[src/rtl/signed_shift_add_multiplier.sv]
// Multi-cycle signed multiplier: magnitudes are multiplied by an unsigned shift-add loop,
// then the sign is restored. Uses the same start/busy/done handshake as the restoring divider.
module signed_shift_add_multiplier #(
    parameter int WIDTH = 8
) (
    input  logic               clk,
    input  logic               rst,
    input  logic               start,
    input  logic [WIDTH-1:0]   A,
    input  logic [WIDTH-1:0]   B,
    output logic [2*WIDTH-1:0] product,
    output logic               busy,
    output logic               done
);

    localparam int CW = (WIDTH > 1) ? $clog2(WIDTH) : 1;
    localparam logic [CW-1:0] COUNT_INIT = CW'(WIDTH - 1);

    localparam logic [2:0] S_IDLE  = 3'd0;
    localparam logic [2:0] S_INIT  = 3'd1;
    localparam logic [2:0] S_ADD   = 3'd2;
    localparam logic [2:0] S_SHIFT = 3'd3;
    localparam logic [2:0] S_FIX   = 3'd4;
    localparam logic [2:0] S_DONE  = 3'd5;

    logic [2:0]         state;
    logic [2:0]         next_state;
    logic [WIDTH:0]     acc;
    logic [WIDTH-1:0]   q;
    logic [WIDTH-1:0]   m;
    logic [CW-1:0]      count;
    logic               sign;

    logic [WIDTH-1:0]   abs_a;
    logic [WIDTH-1:0]   abs_b;
    logic [WIDTH:0]     acc_sum;
    logic [2*WIDTH:0]   acc_q_shifted;
    logic [2*WIDTH-1:0] p_mag;
    logic [2*WIDTH-1:0] p_signed;

    // Magnitudes are kept as unsigned WIDTH bits so the most negative operand maps to 2^(WIDTH-1).
    always_comb begin
        abs_a         = A[WIDTH-1] ? (~A + 1'b1) : A;
        abs_b         = B[WIDTH-1] ? (~B + 1'b1) : B;
        acc_sum       = acc + {1'b0, m};
        acc_q_shifted = {acc, q} >> 1;
        p_mag         = {acc[WIDTH-1:0], q};
        p_signed      = sign ? (~p_mag + 1'b1) : p_mag;
    end

    always_comb begin
        next_state = S_IDLE;
        case (state)
            S_IDLE:  next_state = start ? S_INIT : S_IDLE;
            S_INIT:  next_state = S_ADD;
            S_ADD:   next_state = S_SHIFT;
            S_SHIFT: next_state = (count == '0) ? S_FIX : S_ADD;
            S_FIX:   next_state = S_DONE;
            S_DONE:  next_state = S_IDLE;
            default: next_state = S_IDLE;
        endcase
    end

    always_ff @(posedge clk or posedge rst) begin
        if (rst) begin
            state <= S_IDLE;
        end else begin
            state <= next_state;
        end
    end

    always_ff @(posedge clk or posedge rst) begin
        if (rst) begin
            acc     <= '0;
            q       <= '0;
            m       <= '0;
            count   <= '0;
            sign    <= 1'b0;
            product <= '0;
        end else begin
            case (state)
                S_INIT: begin
                    m     <= abs_a;
                    q     <= abs_b;
                    acc   <= '0;
                    count <= COUNT_INIT;
                    sign  <= A[WIDTH-1] ^ B[WIDTH-1];
                end
                S_ADD: begin
                    if (q[0]) begin
                        acc <= acc_sum;
                    end
                end
                S_SHIFT: begin
                    acc <= acc_q_shifted[2*WIDTH:WIDTH];
                    q   <= acc_q_shifted[WIDTH-1:0];
                    if (count != '0) begin
                        count <= count - 1'b1;
                    end
                end
                S_FIX: begin
                    product <= p_signed;
                end
                default: begin
                end
            endcase
        end
    end

    always_comb begin
        busy = (state == S_INIT) || (state == S_ADD) || (state == S_SHIFT) || (state == S_FIX);
        done = (state == S_DONE);
    end

endmodule

[config.mk]
export PLATFORM = sky130hd
export DESIGN_NAME = signed_shift_add_multiplier
export DESIGN_NICKNAME = d
export VERILOG_FILES = /design/src/rtl/signed_shift_add_multiplier.sv
export SDC_FILE = /design/constraint.sdc
export NUM_CORES = 1
export LEC_CHECK = 0
export BUFFER_PORTS_ARGS = -buffer_cell sky130_fd_sc_hd__buf_2
export CORE_ASPECT_RATIO = 0.9
export CORE_MARGIN = 10
export CORE_UTILIZATION = 40
export CTS_CLUSTER_SIZE = 40
export DETAILED_ROUTE_END_ITERATION = 8
export PLACE_DENSITY = 0.69
export SYNTH_ARGS = -nofsm -noshare
export SYNTH_HDL_FRONTEND = slang
export SYNTH_SLANG_ARGS = --single-unit
[constraint.sdc]
create_clock -name clk -period 2.6 [get_ports clk]
set_input_delay 0.52 -clock clk [delete_from_list [all_inputs] [get_ports clk]]
set_output_delay 0.52 -clock clk [all_outputs]
set_load 0.01 [all_outputs]
==> reports/summary.txt <==
Area leader, netlist: dfrtp_1
Synthesized flop and latch total: 48
Area Growth Syn to Fin: 13.3%
Placed cells: 441
Final wirelength: 6.25 mm
Mapped cell area: 2860 um^2
First-pass GRT wire length: 10.6 mm
Worst r2r dst: acc[6]
Root buf cell: clkbuf_8
Register area share after synthesis: 42.0%
Critical path data arrival time: 2.36 ns
# Max-Cap Violations: 0
Syn_area_per_cell: 8.91 um^2
Max Fclk: 459 MHz
Post-CTS Resized: 0
Port Buffers: 36
Cells after Synth: 321
Initial Utilization: 40.8%
Clock Pin Slew Worst Setup and Hold Paths: 0.09 ns
Longest Clk Path Bufs: 2
Vias/cell: 5.23
Pwr dens: 1190 nW/um^2
Proportion of netlist area held by the largest area contributor: 42.0%
Share of cells above drive strength 1: 15.7%
Initial antenna violation count: 0
Drt first pass iters: 4
RSZ-0062 raised after global routing: false
Leak pwr: 1.53 nW
EDFF count, synth: 0
NumNets Final: 388
# IOs: 37
ANT cells: 0
Top fanout value on the critical path: 9
Ys Warns: 0
Post-CTS setup buffers: 0
Core area: 7000 um^2
Pin count of the biggest net entering global routing: 49
Power Total: 3.87 mW
Avg WL per Cell: 13.9 um
Antenna-violating nets left: 0
Relative slew slack: 58.0%
Crit Path Class: flip-flop to flip-flop
Die Width: 109 um
Outcome: completed
Die area: 10900 um^2
Final Wtd Congestion: 0.855
Endpoints failing setup: 0
CP endpoint kind: flip-flop
Detailed-route DRC error count: 0
Async SR Flop Fraction: 100%
Gr usage total: 11.8%
Slew @ Worst Pin: 0.628 ns
H-tree depth: 2
Top cells by count, synth: dfrtp_1, nand2_1, o21ai_0
Final Skew: 0.00826 ns
Fin. Hold Viols: 0
Num CTS Buffers: 5
Layout fillers: 705
Worst vdd ir: 0.406 mV
Row Count: 29
Setup TNS Final: 0 ns
Vias in the first global route: 2287
R2r setup slk: 0.42 ns
Final core occ: 46.3%
Later-pin clock latency in the skew report: 0.30 ns
Clk sinks: 48
Final max-slew violation count: 0
Final non-filler cell total: 449
Vias: 2348
Min-Delay Path Class: primary input to asynchronous set/reset pin
DR iter-0 viols: 72
Min Tclk post-route: 2.18 ns
Most frequent cell after synthesis: dfrtp_1
R2R cell count: 7
Ranking of synthesized cells by area: dfrtp_1, xor2_1, o21ai_0
Post-DP HPWL: 4.82 mm
Worst r2r src: acc[0]
Remaining global-route overflow: 0
Synth Flop Type: dfrtp_1
CTS tree: done
Synth unique cells: 39
CP startpoint kind: flip-flop
Syn Nets: 354
Die height: 100 um
Post-CTS Hold Buffers: 0
Final Cycle Share: 83.8%
Worst Path Required: 2.78 ns
-- layer usage --
layer,global-route usage (%),routed length [um]
met3,3.14,353
met5,0,0
met1,15.5,3050
met4,2.43,48
met2,19.0,2800
-- placed cells by master, fill, tap and decap left out, types with 4 or more instances in the layout --
master / n
clkbuf_8: 6
buf_2: 36
buf_4: 6
nor3_1: 4
dfrtp_1: 48
nand2b_1: 5
ha_1: 13
xnor2_1: 8
a21oi_1: 20
nor2b_1: 4
mux2i_1: 5
or3_1: 5
xor2_1: 23
a221oi_1: 4
nand2_1: 44
inv_1: 10
o31ai_1: 6
o21ai_0: 37
and3_1: 4
nor2_1: 31
-- layout make-up --
type | instances | area [um^2] | share of cell area [%]
multi-input cells | 246 | 1560 | 48.1
flip-flops and latches | 48 | 1200 | 37.1
repair buffers | 42 | 225 | 6.95
well taps | 93 | 116 | 3.59
clock buffers | 7 | 86.3 | 2.67
inverters | 12 | 45.0 | 1.39
clock inverters | 1 | 7.51 | 0.232
-- worst max-delay path: stages (launching register included) --
cell and delay (ns):
dfrtp_1 0.49, ha_1 0.27, fa_1 0.42, a211oi_1 0.35
o21bai_1 0.12, a21oi_1 0.19, xor2_1 0.15, o21ai_0 0.08
-- per-stage QoR --
stage / setup slack (ns) / hold slack (ns) / cell area [um^2]
after floorplan: 0.677 / 0.440 / 2860
after global placement: 0.486 / 0.457 / 3150
after detailed placement: 0.460 / 0.464 / 3150
after CTS: 0.421 / 0.390 / 3240
after global routing: 0.233 / 0.423 / 3240
final: 0.422 / 0.377 / 3240
-- sequential cells by signal, indices dropped and copies added (netlist names) --
signal	count
acc	9
count	3
m	8
product	16
q	8
sign	1
state	3
-- worst max path at each step --
stage | from | end | slack [ns]
finish | acc[0] | acc[6] | 0.42
global route | acc[0] | acc[6] | 0.23
CTS | acc[0] | acc[6] | 0.42
detailed placement | acc[0] | acc[6] | 0.46
global placement | acc[0] | acc[6] | 0.49
floorplan | acc[2] | acc[7] | 0.68
-- report_power, final --
| part | switching (mW) | total, mW | internal (mW) |
|---|---|---|---|
| clock network | 0.245 | 0.461 | 0.216 |
| registers | 0.399 | 1.45 | 1.05 |
| logic | 1.08 | 1.96 | 0.877 |
| total | 1.72 | 3.87 | 2.14 |
-- logic make-up after synthesis --
group / synth area share [%]
simple gates: 18.5
compound gates: 18.3
flops: 42.0
xor+xnor: 9.49
buf+inv: 3.54
fa+ha+maj: 6.39
mux: 1.75
No activity file was read; power rests on OpenSTA's default activity.
